==> config.mk <==
export PLATFORM = sky130hd
export DESIGN_NAME = instruction_fetch
export DESIGN_NICKNAME = d
export VERILOG_FILES = /design/src/rtl/riscv_pkg.sv /design/src/rtl/fetch_queue.sv /design/src/rtl/instruction_fetch_checker.sv /design/src/rtl/instruction_fetch.sv
export SDC_FILE = /design/constraint.sdc
export NUM_CORES = 1
export LEC_CHECK = 0
export CAP_MARGIN = 20
export CORE_ASPECT_RATIO = 0.7
export CORE_MARGIN = 5
export CORE_UTILIZATION = 54
export DETAILED_ROUTE_END_ITERATION = 10
export MAX_ROUTING_LAYER = met4
export PLACE_DENSITY = 0.89
export SLEW_MARGIN = 5
export SYNTH_ARGS = -nofsm -noshare
export SYNTH_HDL_FRONTEND = slang
export SYNTH_HIERARCHICAL = 1
export SYNTH_SLANG_ARGS = --single-unit
==> constraint.sdc <==
create_clock -name clk -period 18.1 [get_ports clk]
set_input_delay 5.43 -clock clk [delete_from_list [all_inputs] [get_ports clk]]
set_output_delay 5.43 -clock clk [all_outputs]
set_load 0.03 [all_outputs]
==> src/rtl/riscv_pkg.sv <==
// Shared RV64 definitions for the fetch stage: architectural widths, the
// canonical NOP encoding, the default reset PC and the fetch-queue entry layout.
package riscv_pkg;

    localparam int unsigned XLEN = 64;
    localparam int unsigned ILEN = 32;

    localparam logic [ILEN-1:0] NOP_INSN         = 32'h0000_0013;
    localparam logic [XLEN-1:0] RESET_PC_DEFAULT = 64'h0000_0000_0000_0000;
    localparam int unsigned     QDEPTH_DEFAULT   = 2;

    // Clears the two byte-offset bits so the address names a 32-bit word.
    localparam logic [XLEN-1:0] WORD_ALIGN_MASK = {{(XLEN-2){1'b1}}, 2'b00};

    // One buffered fetch result as presented to decode.
    typedef struct packed {
        logic [XLEN-1:0] pc;
        logic [ILEN-1:0] insn;
    } fetch_entry_t;

    // Word-align a byte address (masking keeps every input bit in the cone).
    function automatic logic [XLEN-1:0] word_align(input logic [XLEN-1:0] addr);
        return addr & WORD_ALIGN_MASK;
    endfunction

endpackage

==> src/rtl/fetch_queue.sv <==
// Small synchronous FIFO used for both the {pc,insn} buffer and the in-order
// PC tag queue. Synchronous clear empties it in one cycle; a push is accepted
// on full only when a pop happens in the same cycle.
module fetch_queue #(
    parameter int unsigned DEPTH = 2,
    parameter int unsigned WIDTH = 96,
    parameter int unsigned CW    = $clog2(DEPTH + 1)
) (
    input  logic             clk,
    input  logic             reset,
    input  logic             i_clear,
    input  logic             i_push,
    input  logic [WIDTH-1:0] i_data,
    input  logic             i_pop,
    output logic [WIDTH-1:0] o_data,
    output logic             o_full,
    output logic             o_empty,
    output logic [CW-1:0]    o_count
);

    localparam int unsigned AW = (DEPTH > 1) ? $clog2(DEPTH) : 1;

    logic [WIDTH-1:0] r_mem [DEPTH];
    logic [AW-1:0]    r_rd_ptr;
    logic [AW-1:0]    r_wr_ptr;
    logic [CW-1:0]    r_count;
    logic             w_do_push;
    logic             w_do_pop;

    // Pointer advance with wrap at DEPTH (DEPTH need not be a power of two).
    function automatic logic [AW-1:0] ptr_inc(input logic [AW-1:0] p);
        if (p == AW'(DEPTH - 1)) begin
            return {AW{1'b0}};
        end else begin
            return p + AW'(1'b1);
        end
    endfunction

    assign o_full    = (r_count == CW'(DEPTH));
    assign o_empty   = (r_count == {CW{1'b0}});
    assign o_count   = r_count;
    assign o_data    = r_mem[r_rd_ptr];
    assign w_do_pop  = i_pop && !o_empty;
    assign w_do_push = i_push && (!o_full || w_do_pop);

    // Pointer and occupancy bookkeeping; clear behaves like reset.
    always_ff @(posedge clk) begin
        if (reset || i_clear) begin
            r_rd_ptr <= {AW{1'b0}};
            r_wr_ptr <= {AW{1'b0}};
            r_count  <= {CW{1'b0}};
        end else begin
            if (w_do_push) begin
                r_wr_ptr <= ptr_inc(r_wr_ptr);
            end
            if (w_do_pop) begin
                r_rd_ptr <= ptr_inc(r_rd_ptr);
            end
            if (w_do_push && !w_do_pop) begin
                r_count <= r_count + CW'(1'b1);
            end else if (w_do_pop && !w_do_push) begin
                r_count <= r_count - CW'(1'b1);
            end else begin
                r_count <= r_count;
            end
        end
    end

    // Entry storage; contents of empty slots are don't-care, so no reset.
    always_ff @(posedge clk) begin
        if (w_do_push && !i_clear) begin
            r_mem[r_wr_ptr] <= i_data;
        end
    end

endmodule

==> src/rtl/instruction_fetch_checker.sv <==
// Protocol invariants of the fetch stage, kept out of the datapath files.
module instruction_fetch_checker #(
    parameter int unsigned QDEPTH = 2,
    parameter int unsigned CW     = $clog2(QDEPTH + 1)
) (
    input logic          clk,
    input logic          reset,
    input logic          i_dq_push,
    input logic          i_dq_pop,
    input logic          i_dq_full,
    input logic          i_tq_push,
    input logic          i_tq_pop,
    input logic          i_tq_full,
    input logic          i_tq_empty,
    input logic [CW-1:0] i_tq_count,
    input logic [CW-1:0] i_outstanding,
    input logic [CW-1:0] i_drop_cnt
);

    // The issue rule guarantees the data queue never overflows.
    a_dq_no_overflow: assert property (@(posedge clk) disable iff (reset)
        !(i_dq_push && i_dq_full && !i_dq_pop));

    a_tq_no_overflow: assert property (@(posedge clk) disable iff (reset)
        !(i_tq_push && i_tq_full && !i_tq_pop));

    // Every kept response must find its PC tag waiting.
    a_tq_no_underflow: assert property (@(posedge clk) disable iff (reset)
        !(i_tq_pop && i_tq_empty));

    a_outstanding_bound: assert property (@(posedge clk) disable iff (reset)
        i_outstanding <= CW'(QDEPTH));

    // In-flight requests are either tagged (live) or counted for dropping.
    a_tag_drop_balance: assert property (@(posedge clk) disable iff (reset)
        ({1'b0, i_tq_count} + {1'b0, i_drop_cnt}) == {1'b0, i_outstanding});

endmodule

==> src/rtl/instruction_fetch.sv <==
// RV64 instruction fetch stage: PC register, in-order word requests to
// instruction memory, a 2-entry {pc,insn} buffer toward decode, and redirect
// handling that silently drops responses still in flight.
// Optional build macro: FETCH_MISALIGN_TRAP_EN -- a redirect to a target with
// nonzero low bits raises a sticky misalign_fault and halts issue instead of
// being silently word-aligned.
module instruction_fetch
    import riscv_pkg::*;
#(
    parameter logic [XLEN-1:0] RESET_PC = RESET_PC_DEFAULT,
    parameter int unsigned     QDEPTH   = QDEPTH_DEFAULT
) (
    input  logic            clk,
    input  logic            reset,
    input  logic            redirect,
    input  logic [XLEN-1:0] redirect_pc,
    output logic            imem_req_valid,
    input  logic            imem_req_ready,
    output logic [XLEN-1:0] imem_addr,
    input  logic            imem_resp_valid,
    input  logic [ILEN-1:0] imem_resp_data,
    output logic            id_valid,
    input  logic            id_ready,
    output logic [XLEN-1:0] id_pc,
    output logic [ILEN-1:0] id_instruction,
    output logic            misalign_fault
);

    localparam int unsigned CW = $clog2(QDEPTH + 1);
    localparam int unsigned DW = XLEN + ILEN;
    localparam logic [CW:0] QDEPTH_L = (CW + 1)'(QDEPTH);

    logic [XLEN-1:0] r_pc;
    logic [CW-1:0]   r_outstanding;
    logic [CW-1:0]   r_drop_cnt;

    logic            w_misalign;
    logic            w_accept;
    logic            w_resp_keep;
    logic            w_id_pop;
    logic [CW:0]     w_inflight;
    logic            w_has_room;

    fetch_entry_t    w_dq_head;
    fetch_entry_t    w_dq_push_data;
    logic            w_dq_full;
    logic            w_dq_empty;
    logic [CW-1:0]   w_dq_count;

    logic [XLEN-1:0] w_tq_head;
    logic            w_tq_full;
    logic            w_tq_empty;
    logic [CW-1:0]   w_tq_count;

    // Requests plus buffered results may never exceed the queue depth, so a
    // response always has a slot waiting for it (memory cannot be stalled).
    assign w_inflight     = {1'b0, r_outstanding} + {1'b0, w_dq_count};
    assign w_has_room     = (w_inflight < QDEPTH_L);
    assign imem_req_valid = !reset && !redirect && w_has_room && !w_misalign;
    assign imem_addr      = r_pc;
    assign w_accept       = imem_req_valid && imem_req_ready;

    // A response is kept only when no stale responses remain to be dropped;
    // a response coinciding with a redirect is itself stale.
    assign w_resp_keep    = imem_resp_valid && !redirect && (r_drop_cnt == {CW{1'b0}});
    assign w_dq_push_data = '{pc: w_tq_head, insn: imem_resp_data};
    assign w_id_pop       = id_valid && id_ready;

    fetch_queue #(.DEPTH(QDEPTH), .WIDTH(DW), .CW(CW)) u_data_q (
        .clk     (clk),
        .reset   (reset),
        .i_clear (redirect),
        .i_push  (w_resp_keep),
        .i_data  (w_dq_push_data),
        .i_pop   (w_id_pop),
        .o_data  (w_dq_head),
        .o_full  (w_dq_full),
        .o_empty (w_dq_empty),
        .o_count (w_dq_count)
    );

    fetch_queue #(.DEPTH(QDEPTH), .WIDTH(XLEN), .CW(CW)) u_tag_q (
        .clk     (clk),
        .reset   (reset),
        .i_clear (redirect),
        .i_push  (w_accept),
        .i_data  (r_pc),
        .i_pop   (w_resp_keep),
        .o_data  (w_tq_head),
        .o_full  (w_tq_full),
        .o_empty (w_tq_empty),
        .o_count (w_tq_count)
    );

    // Decode sees the queue head, or zeros when nothing is valid.
    always_comb begin
        id_valid       = !w_dq_empty;
        id_pc          = {XLEN{1'b0}};
        id_instruction = {ILEN{1'b0}};
        if (!w_dq_empty) begin
            id_pc          = w_dq_head.pc;
            id_instruction = w_dq_head.insn;
        end else begin
            id_pc          = {XLEN{1'b0}};
            id_instruction = {ILEN{1'b0}};
        end
    end

    // PC: reset, redirect target, or sequential advance on request accept.
    always_ff @(posedge clk) begin
        if (reset) begin
            r_pc <= RESET_PC;
        end else if (redirect) begin
`ifdef FETCH_MISALIGN_TRAP_EN
            // Misaligned targets are kept verbatim for fault reporting;
            // aligned targets are unchanged by alignment anyway.
            r_pc <= redirect_pc;
`else
            r_pc <= word_align(redirect_pc);
`endif
        end else if (w_accept) begin
            r_pc <= r_pc + 64'd4;
        end else begin
            r_pc <= r_pc;
        end
    end

    // Outstanding-request and stale-response counters.
    always_ff @(posedge clk) begin
        if (reset) begin
            r_outstanding <= {CW{1'b0}};
            r_drop_cnt    <= {CW{1'b0}};
        end else if (redirect) begin
            // Everything still in flight after this cycle is stale.
            r_outstanding <= r_outstanding - CW'(imem_resp_valid);
            r_drop_cnt    <= r_outstanding - CW'(imem_resp_valid);
        end else begin
            r_outstanding <= r_outstanding + CW'(w_accept) - CW'(imem_resp_valid);
            if (imem_resp_valid && (r_drop_cnt != {CW{1'b0}})) begin
                r_drop_cnt <= r_drop_cnt - CW'(1'b1);
            end else begin
                r_drop_cnt <= r_drop_cnt;
            end
        end
    end

`ifdef FETCH_MISALIGN_TRAP_EN
    logic r_misalign;

    // Sticky fault: set by a misaligned redirect, cleared by an aligned one.
    always_ff @(posedge clk) begin
        if (reset) begin
            r_misalign <= 1'b0;
        end else if (redirect) begin
            r_misalign <= (redirect_pc[1:0] != 2'b00);
        end else begin
            r_misalign <= r_misalign;
        end
    end

    assign w_misalign = r_misalign;
`else
    assign w_misalign = 1'b0;
`endif

    assign misalign_fault = w_misalign;

    instruction_fetch_checker #(.QDEPTH(QDEPTH), .CW(CW)) u_checker (
        .clk           (clk),
        .reset         (reset),
        .i_dq_push     (w_resp_keep),
        .i_dq_pop      (w_id_pop),
        .i_dq_full     (w_dq_full),
        .i_tq_push     (w_accept),
        .i_tq_pop      (w_resp_keep),
        .i_tq_full     (w_tq_full),
        .i_tq_empty    (w_tq_empty),
        .i_tq_count    (w_tq_count),
        .i_outstanding (r_outstanding),
        .i_drop_cnt    (r_drop_cnt)
    );

endmodule

==> impl_metrics.toml <==
[status]
status = "finished, final reports clean"

[clock_network]
clk_latency_ns = 0.54
ctsHtreeMaxLevel = 2
cts_hold_buf = 0
clkSinkCount = 396
cts_buffer_depth = 3
post_cts_buffers = 0
cts_tree = "built"
path_clk_slew_ns = 0.06
root_buffer = "clkbuf_16"
cts_resized = 0
cts_buffers = 38

[global_route]
grt-ovfl-total = 0
antenna_found_initial = 7
grt_pass1_vias = 12053
grt_start_max_net_pins = 78
grt_util_all_layers_pct = 24.96
grt_pass1_wl_um = 68310

[timing]
post-route-period-util_pct = 65.85
min_period_ns = 11.92
drv_slew = 0
worst_slack_ns = 6.181
rsz0062_at_grt = "no"
hold_viol_final = 0
tns_ns = 0
setup_viol_count_final = 0
max_slew_margin_pct = 23.12
fmax_mhz = 83.90
tightest_slew_ns = 1.149
whs_ns = 0.5075
skew_ns = 0.02457

[min_path]
worst_hold_path.num_cells = 2
hold_class = "reg2reg"

[flow_run]
cap_violations = 0

[pwr]
ir_worst_vdd_v = 0.00005311
p_leak_nw = 7.153
powerDensity_nw_per_um2 = 94.70

[die]
rows = 54
coreArea_um2 = 31420
die_height_um = 160.0
floorplan.die_area_um2 = 35870
initial_utilization_pct = 55.23
io_pins = 265
die_x_um = 224.3

[detailed_routing]
via_count = 11903
drc = 0
drt_first_pass_iters = 6
drt-vias-per-instance = 6.067
finalWirelength_um = 44910
wl_per_cell_um = 22.89
first_iter_violations = 1359
ant_nets = 0

[final_layout]
drive_gt1_share_pct = 13.42
instances_no_fill = 1962
multiInputGateArea_um2 = 5801
area_growth_pct = 24.39
register_area_um2 = 11140
n_fill_cell = 2178
nets = 1616

[place]
place_congestion = 0.9079
portBuffers = 259
dp_hpwl_um = 29320
dp_slack_ns = 6.197
dp.cells = 1886

[worst_setup_path]
critical_path_class = "in2out"
cp.required_ns = 12.67
r2r_cells = 11
rrSetupSlack_ns = 14.12
critPathMaxFanout = 5
critPathCaptureType = "primary output"
arrival_ns = 6.49
cp-start-kind = "input port"

[synthesis]
synth_cells = 1254
netlist_area_um2 = 17350
synth_warnings = 6
avgSynthCellArea_um2 = 13.84
-- metal layers --
metal / vias to the layer above / part of all wire (%) / wire length [um] / GRT usage [%]
met1: 5831 / 40 / 17900 / 32.40
li1: 5288 / - / - / -
met5: - / 0 / 0 / -
met4: 0 / 3.1 / 1411 / 7.524
met2: 672 / 47 / 21020 / 39.40
met3: 112 / 10 / 4580 / 6.148
-- through the flow --
step	util, %	total power [mW]	instance area [um2]
after CTS	68.64	2.055	21570
after floorplan	-	1.149	17370
after global routing	68.70	2.108	21580
after global placement	64.51	1.233	20270
after detailed placement	64.51	1.241	20270
final	68.70	2.044	21580
-- flip-flops by register name, indices dropped and copies added (netlist names), named ones only --
signal             cells
imem_addr             62
r_outstanding          2
u_tag_q/r_mem        128
u_tag_q/r_rd_ptr       1
u_tag_q/r_wr_ptr       1
u_data_q/o_count       2
u_data_q/r_wr_ptr      1
r_drop_cnt             2
u_tag_q/o_count        2
u_data_q/r_mem       192
u_data_q/r_rd_ptr      1
-- area by class of cell --
type	count	share of cell area [%]
timing repair buffer	277	12.59
multi-input combinational	770	26.88
clock inverter	14	0.6899
antenna	7	0.08116
inverter	23	0.4000
clock buffer	55	5.322
tap	420	2.435
sequential	396	51.61
-- final timing paths --
check	from	to
setup / recovery	redirect	imem_req_valid
hold / removal	u_tag_q/r_wr_ptr	u_tag_q/r_wr_ptr
setup reg to reg	u_data_q/o_count[0]	u_tag_q/r_mem[1][4]
hold reg to reg	u_tag_q/r_wr_ptr	u_tag_q/r_wr_ptr
-- report_power, final --
part | leakage, nW | internal [mW] | switching (mW)
Clock | 0.633 | 0.485 | 0.336
Sequential | 3.52 | 1.01 | 0.0305
Combinational | 3.00 | 0.0796 | 0.107
Total | 7.15 | 1.57 | 0.473
-- cell usage in the layout, fill, tap and decap left out, types with 9 or more instances in the layout --
cell and instances:
mux2i_1 12, mux2_4 40, nand2_1 89, or4_1 14, edfxtp_1 320, or3_1 14
o211ai_1 17, buf_4 18, nor2b_1 97, o21ai_0 14, a21oi_1 41, nor2_1 25
mux2_2 67, nand4_1 34, nand3_1 52, a32oi_1 9, clkdlybuf4s50_1 257, inv_1 22
a31oi_1 15, clkbuf_16 41, nor3_1 25, nor4_1 16, mux2_1 63, and3_1 15
dfxtp_1 74
-- critical path, cell delays in order --
cell and delay (ns):
buf_2 0.16, nor4_1 0.18, clkdlybuf4s50_1 0.72
No activity file was read; power rests on OpenSTA's default activity.
